===== config.mk =====
export PLATFORM = sky130hd
export DESIGN_NAME = fixed_to_float
export DESIGN_NICKNAME = d
export VERILOG_FILES = /design/src/rtl/fixed_to_float.sv
export SDC_FILE = /design/constraint.sdc
export NUM_CORES = 1
export LEC_CHECK = 0
export ABC_AREA = 1
export BUFFER_PORTS_ARGS = -buffer_cell sky130_fd_sc_hd__buf_4
export CAP_MARGIN = 20
export CORE_MARGIN = 1
export CORE_UTILIZATION = 58
export DETAILED_ROUTE_END_ITERATION = 10
export PLACE_DENSITY = 0.85
export SLEW_MARGIN = 20
export SYNTH_ARGS = -nofsm -noshare
export SYNTH_HDL_FRONTEND = slang
export SYNTH_SLANG_ARGS = --single-unit

===== constraint.sdc =====
create_clock -name clk -period 2.4 [get_ports clk]
set_input_delay 0.24 -clock clk [delete_from_list [all_inputs] [get_ports clk]]
set_output_delay 0.24 -clock clk [all_outputs]
set_load 0.02 [all_outputs]

===== src/rtl/fixed_to_float.sv =====
// rtl/fixed_to_float.sv - signed fixed-point to IEEE-754 single converter (iterative normaliser).
// Optional macro ROUND_NEAREST_EN: round-to-nearest-even when IN_W>24, truncation otherwise.
module fixed_to_float #(
    parameter int IN_W   = 32,
    parameter int FRAC_W = 16
) (
    input  logic            clk,
    input  logic            rst_n,
    input  logic            in_valid,
    output logic            in_ready,
    input  logic [IN_W-1:0] in_data,
    output logic            out_valid,
    input  logic            out_ready,
    output logic [31:0]     out_data,
    output logic            busy
);

    localparam logic [1:0] S_IDLE = 2'd0;
    localparam logic [1:0] S_NORM = 2'd1;
    localparam logic [1:0] S_PACK = 2'd2;
    localparam logic [1:0] S_DONE = 2'd3;

    // Biased exponent stays within 64..190 over the legal parameter range.
    localparam logic [7:0] EXP_INIT = 8'(127 + IN_W - 1 - FRAC_W);

    logic [1:0]      state_q, state_d;
    logic            sign_q, sign_d;
    logic [IN_W-1:0] mag_q, mag_d;
    logic [7:0]      exp_q, exp_d;
    logic            out_valid_q, out_valid_d;
    logic [31:0]     out_data_q, out_data_d;

    logic [IN_W-1:0] in_mag;
    logic [22:0]     mant_trunc;
    logic            round_up;
    logic [23:0]     mant_sum;
    logic [22:0]     mant_fin;
    logic [7:0]      exp_fin;

    // Negating the most negative input wraps to 2^(IN_W-1), which is the correct magnitude.
    assign in_mag = in_data[IN_W-1] ? ((~in_data) + {{(IN_W-1){1'b0}}, 1'b1}) : in_data;

    generate
        if (IN_W >= 24) begin : g_mant_wide
            assign mant_trunc = mag_q[IN_W-2 -: 23];
        end else begin : g_mant_narrow
            assign mant_trunc = {mag_q[IN_W-2:0], {(24-IN_W){1'b0}}};
        end
    endgenerate

`ifdef ROUND_NEAREST_EN
    generate
        if (IN_W > 25) begin : g_round_wide
            assign round_up = mag_q[IN_W-25] && ((|mag_q[IN_W-26:0]) || mant_trunc[0]);
        end else if (IN_W == 25) begin : g_round_one
            assign round_up = mag_q[0] && mant_trunc[0];
        end else begin : g_round_exact
            assign round_up = 1'b0;
        end
    endgenerate
`else
    assign round_up = 1'b0;
`endif

    // A mantissa carry-out leaves the low 23 bits zero and bumps the exponent.
    assign mant_sum = {1'b0, mant_trunc} + {23'd0, round_up};
    assign mant_fin = mant_sum[22:0];
    assign exp_fin  = exp_q + {7'd0, mant_sum[23]};

    always_comb begin
        state_d     = state_q;
        sign_d      = sign_q;
        mag_d       = mag_q;
        exp_d       = exp_q;
        out_valid_d = out_valid_q;
        out_data_d  = out_data_q;
        case (state_q)
            S_IDLE: begin
                if (in_valid) begin
                    sign_d = in_data[IN_W-1];
                    mag_d  = in_mag;
                    exp_d  = EXP_INIT;
                    if (in_mag == '0) begin
                        sign_d     = 1'b0;
                        out_data_d = 32'h0000_0000;
                        state_d    = S_DONE;
                    end else begin
                        state_d = S_NORM;
                    end
                end
            end
            S_NORM: begin
                if (mag_q[IN_W-1]) begin
                    state_d = S_PACK;
                end else begin
                    mag_d = {mag_q[IN_W-2:0], 1'b0};
                    exp_d = exp_q - 8'd1;
                end
            end
            S_PACK: begin
                out_data_d  = {sign_q, exp_fin, mant_fin};
                out_valid_d = 1'b1;
                state_d     = S_DONE;
            end
            S_DONE: begin
                // Zero inputs enter DONE straight from IDLE; valid follows one cycle later.
                if (!out_valid_q) begin
                    out_valid_d = 1'b1;
                end else if (out_ready) begin
                    out_valid_d = 1'b0;
                    state_d     = S_IDLE;
                end
            end
            default: state_d = S_IDLE;
        endcase
    end

    always_ff @(posedge clk or negedge rst_n) begin
        if (!rst_n) begin
            state_q     <= S_IDLE;
            sign_q      <= 1'b0;
            mag_q       <= '0;
            exp_q       <= 8'd0;
            out_valid_q <= 1'b0;
            out_data_q  <= 32'h0000_0000;
        end else begin
            state_q     <= state_d;
            sign_q      <= sign_d;
            mag_q       <= mag_d;
            exp_q       <= exp_d;
            out_valid_q <= out_valid_d;
            out_data_q  <= out_data_d;
        end
    end

    assign in_ready  = (state_q == S_IDLE);
    assign busy      = (state_q != S_IDLE);
    assign out_valid = out_valid_q;
    assign out_data  = out_data_q;

endmodule


## Word level (Yosys, flattened, before mapping)

Cells that the tools add are included.

| storage, ports and cells | value |
|---|---|
| bits of input ports | 36 |
| bits in registers | 76 |

| cells by class | value |
|---|---|
| muxes and demuxes | 20 |
| eq/ne operators | 9 |
| $add $sub $neg | 2 |
| reductions and logical operators | 11 |
| bitwise logic cells | 1 |

Operators with widths:

| operator | number |
|---|---|
| 32-bit two-way mux | 5 |
| 32-bit case mux with 2 select lines | 2 |
| 32-bit by 1-bit adder with 32-bit output (second input constant) | 1 |
| 32-bit logical NOT | 1 |
| 32-bit inverter | 1 |
| 8-bit two-way mux | 2 |
| 8-bit case mux with 2 select lines | 1 |
| 2-bit two-way mux | 5 |
| 2-bit != test (second input constant) | 5 |
| 2-bit case mux with 4 select lines | 1 |
| 2-bit nonzero test | 4 |
| 8-bit by 1-bit subtractor with 8-bit output (second input constant) | 1 |
| 3-bit AND reduction | 2 |
| 2-bit == test (second input constant) | 2 |
| 2-bit AND reduction | 2 |
| 4-bit AND reduction | 1 |
| 1-bit two-way mux | 3 |
| 2-bit by 1-bit == test with 1-bit output (second input constant) | 1 |
| 2-bit logical NOT | 1 |
| 2-bit by 1-bit != test with 1-bit output (second input constant) | 1 |
| 1-bit case mux with 2 select lines | 1 |

## Logic depth before layout (Yosys ltp)

| logic depth | value |
|---|---|
| word-level depth | 7 |
| gate-level depth with buffers | 18 |

## Worst setup path after synthesis

Ideal clock, no wire load.

| timing path | value |
|---|---|
| path kind | register to register |
| from | register state_q[0] |
| to | register mag_q[16] |
| setup time | 0.077 ns |
| arrival | 2.006 ns |
| cell stages (with the launch flop) | 11 |
| setup slack | 0.317 ns |
| clock period less this slack | 2.083 ns |
| buffers on the path | 2 |
| path through | dfrtp_1 inv_1 ha_1 nand2_1 o21ai_0 nand2_1 clkbuf_1 inv_1 clkbuf_1 nor2_1 a21oi_1 |

| between the ends | value |
|---|---|
| cells in the longest elaborated chain, start to end | 3 |
| elaborated cells between the ends (all ways) | 7 |
| classes of those cells | eq/ne: 3; mux: 1; reduce/logical: 3 |

Ends and longest elaborated chain:

| element | line | RTL |
|---|---|---|
| start: declaration | 26 | `logic [1:0] state_q, state_d;` |
| start signal: assignment | 127 | `state_q <= state_d;` |
| 2-bit logical NOT * | -- |  |
| via in_ready | 10 | `output logic in_ready,` |
| 2-bit != test (no source line) or 2-bit nonzero test (tied branches) | -- |  |
| 3-bit AND reduction (no source line) | -- |  |
| end signal: assignment | 129 | `mag_q <= mag_d;` |
| end: declaration | 28 | `logic [IN_W-1:0] mag_q, mag_d;` |

Mark *: on every way through the listed nets, which the timed path passes. The rest lies on a longest branch.
A chain may end at the register's enable or synchronous reset.

## Final worst setup path

| timing path | value |
|---|---|
| from | register state_q[0] |
| to | register mag_q[25] |

| between the ends | value |
|---|---|
| cells in the longest elaborated chain, start to end | 3 |
| elaborated cells between the ends (all ways) | 7 |
| classes of those cells | eq/ne: 3; mux: 1; reduce/logical: 3 |

Ends and longest elaborated chain:

| element | line | RTL |
|---|---|---|
| 2-bit by 1-bit == test with 1-bit output or 2-bit logical NOT (tied branches) | 77 | `case (state_q)` |
| 2-bit != test (no source line) or 2-bit nonzero test (tied branches) | -- |  |
| 3-bit AND reduction (no source line) | -- |  |

Several ways; a longest one is shown, not always the timed one.

==> flow_metrics.env <==
export IMPL_crit_path_max_fanout=45
export IMPL_post_route_antenna_net_violation_count=0
export IMPL_timing_critical_path_arrival_ns=2.44
export IMPL_crit_reg2reg_capture="mag_q[25]"
export IMPL_post_route_min_period_ns=2.212
export IMPL_edff_count_synth=0
export IMPL_cp_required_ns=2.63
export IMPL_clk_pin_slew_ns=0.09
export IMPL_ys_ff_latch=76
export IMPL_global_route_usage_total_pct=30.22
export IMPL_route_detailed_drc=0
export IMPL_grt_setup_unrepaired="false"
export IMPL_yosysTopAreaCellShare_pct=39.86
export IMPL_fin_hold_viols=0
export IMPL_globalplace_congestion=0.9286
export IMPL_cts_hold_buffers=0
export IMPL_setup_violations_final=0
export IMPL_antenna_cells=0
export IMPL_vias_in_the_first_global_route=4625
export IMPL_async_flop_share_pct=100.0
export IMPL_hpwl_um=8949
export IMPL_detail_route_vias_per_cell=5.421
export IMPL_ctsHtreeMaxLevel=3
export IMPL_power_per_cell_area_nw_per_um2=1119
export IMPL_drt_wirelength_per_cell_um=13.32
export IMPL_synthesis_nets=757
export IMPL_pin_count_of_the_biggest_net_entering_global_routing=77
export IMPL_drt_initial_drc_count=410
export IMPL_routed_via_count=4814
export IMPL_ff_latch_area_um2=1902
export IMPL_clkLatencyLatePin_ns=0.35
export IMPL_cts_num_sinks=76
export IMPL_multi_input_logic_area_um2=2452
export IMPL_achievable_frequency_mhz=452.2
export IMPL_cts_made_buffers=9
export IMPL_cts_root_buf="clkbuf_8"
export IMPL_run_status="finished clean"
export IMPL_layout_nets=823
export IMPL_grt_antenna_before_repair=0
export IMPL_dieArea_um2=8592
export IMPL_final_layout_size_suffix_gt1_share_pct=15.78
export IMPL_crit_path_end="mag_q[25]"
export IMPL_vdd_ir_drop_worst_mv=0.5250
export IMPL_finalWirelength_um=11830
export IMPL_layout_core_utilization_pct=71.62
export IMPL_p_leak_nw=3.108
export IMPL_detailedRoute_firstPassIterationCount=5
export IMPL_cap_violations=0
export IMPL_postCtsSetupBuffers=0
export IMPL_worst_setup_path_end_kind="flop"
export IMPL_syn_avg_cell_area_um2=6.672
export IMPL_startpoint="state_q[0]"
export IMPL_die_width_um=92.70
export IMPL_ioPinCount=71
export IMPL_synth_cells=715
export IMPL_start_kind="flop"
export IMPL_grt_pass1_wl_um=20870
export IMPL_timing_worst_slew_pin_value_ns=0.9308
export IMPL_syn_to_final_growth_pct=17.81
export IMPL_post_cts_resize_count=0
export IMPL_synth_largest_area_cell="dfrtp_1"
export IMPL_core_region_area_um2=7848
export IMPL_tritoncts="built"
export IMPL_r2r_slack_ns=0.19
export IMPL_relSlewSlack_pct=37.94
export IMPL_critical_path_class="flop to flop"
export IMPL_std_cell_rows=32
export IMPL_yosys_most_used_dff="dfrtp_1"
export IMPL_r2r_cells=9
export IMPL_min_delay_path_class="primary input to asynchronous set/reset pin"
export IMPL_synth_top_cells_by_area="dfrtp_1 40%, nand2_1 21%, nor2_1 6.5%, nand3_1 6.3%, inv_1 5.8%"
export IMPL_n_fill_cell=673
export IMPL_ys_seq_area_share_pct=39.86
export IMPL_rr_startpoint="state_q[0]"
export IMPL_final_period_utilization_pct=92.15
export IMPL_port_buffer_count=70
export IMPL_yosys_warnings=0
export IMPL_grt_ovf=0
export IMPL_clockBufferDepth=2
export IMPL_ys_types=28
export IMPL_initial_core_util_pct=60.79
export IMPL_fin_skew_ns=0.01463
export IMPL_synth_cell_area_um2=4771
export IMPL_chipHeight_um=92.70
export IMPL_fin_tns_setup_ns=0
export IMPL_finalMaxSlewViolations=0
power by group:
group	internal (W)	switching, W	leakage (nW)	total (W)
sequential	0.00180	0.000374	0.966	0.00217
combinational	0.00108	0.00196	2.03	0.00305
clock	0.000592	0.000480	0.108	0.00107
Yosys cell counts, types with 4 or more instances:
| master | instances |
|---|---|
| a22oi_1 | 13 |
| o21ai_0 | 32 |
| nand3b_1 | 8 |
| buf_4 | 4 |
| nor2_1 | 83 |
| inv_1 | 74 |
| clkbuf_1 | 18 |
| a21oi_1 | 26 |
| ha_1 | 6 |
| nand3_1 | 60 |
| dfrtp_1 | 76 |
| nor2_2 | 7 |
| nand2_1 | 267 |
| nand2_2 | 7 |
| o211ai_1 | 5 |
worst max-delay path, stage by stage, from the launching register on:
cell and delay, ns:
dfrtp_1 0.42, inv_1 0.10, ha_2 0.24, nand2_1 0.14
o21ai_1 0.13, nand2_1 0.18, buf_6 0.32, clkinvlp_4 0.31
nor2_1 0.20, a21oi_1 0.06
final cells by class:
| cell class | instances | area share, % |
|---|---|---|
| sequential | 76 | 33.84 |
| clock inverter | 5 | 1.536 |
| multi-input combinational | 537 | 43.63 |
| timing repair buffer | 83 | 11.38 |
| inverter | 74 | 5.009 |
| clock buffer | 11 | 2.337 |
| tap | 102 | 2.271 |
metrics by stage:
step | total power, W | hold WS [ns] | worst slack, ns | instance area, um2 | instances
floorplan | 0.004237 | -0.05559 | 0.3166 | 4771 | 715
finish | 0.006289 | 0.02274 | 0.1884 | 5620 | 888
CTS | 0.006242 | 0.05343 | 0.03269 | 5608 | 888
global route | 0.006789 | 0.09413 | 0.01324 | 5620 | 888
global placement | 0.005017 | 0.4322 | 0.1021 | 5390 | 872
detailed placement | 0.005170 | 0.4386 | 0.009597 | 5390 | 872
flip-flops by register name (all words and copies together) (netlist names):
| name | flops |
|---|---|
| exp_q | 8 |
| mag_q | 32 |
| out_data | 32 |
| out_valid | 1 |
| sign_q | 1 |
| state_q | 2 |
how the worst min path moves through the flow:
stage | to | slack, ns | depth (start not counted)
after floorplan | exp_q[0] | -0.06 | 0
after global placement | out_data[29] | 0.43 | 1
after detailed placement | out_data[29] | 0.44 | 1
after CTS | out_data[29] | 0.05 | 1
after global routing | out_data[29] | 0.09 | 1
final | out_data[24] | 0.02 | 1
cells by family after synthesis:
| kind of cell | after synthesis | synth area share, % |
|---|---|---|
| flip-flops | 76 | 39.86 |
| AND/OR/NAND/NOR | 447 | 39.50 |
| XOR/XNOR | 3 | 0.5508 |
| adder cells (fa/ha/maj) | 6 | 1.574 |
| buffers and inverters | 102 | 8.890 |
| AO/OA/AOI/OAI | 81 | 9.625 |
cell usage in the layout (no fill, tap or decap), types with 2 or more instances in the layout:
master and count:
nor2_2 9, nand3b_1 8, o21bai_1 2, a22oi_1 13, nand2_4 3, bufinv_16 2, nand2_1 267, nand2_2 7
nand4_1 2, nand3_1 60, nor2_1 81, xnor2_1 3, o21ai_0 31, buf_4 81, clkbuf_8 9, o21ai_1 3
dfrtp_1 76, a21oi_1 26, or2_2 2, clkbuf_1 2, ha_1 5, inv_1 73, nor2_4 2, o211ai_1 5
clkinv_4 3, nand3_2 2, nor3_1 3
routing by layer:
metal | part of all wire, % | up-vias | wire [um] | global-route usage (%)
met3 | 5.2 | 25 | 616 | 3.777
li1 | - | 2384 | - | -
met4 | 2.2 | 0 | 259 | 12.18
met1 | 46 | 2222 | 5408 | 40.82
met5 | 0 | - | 0 | 0
met2 | 47 | 183 | 5543 | 49.44
No activity file was read; power rests on OpenSTA's default activity.
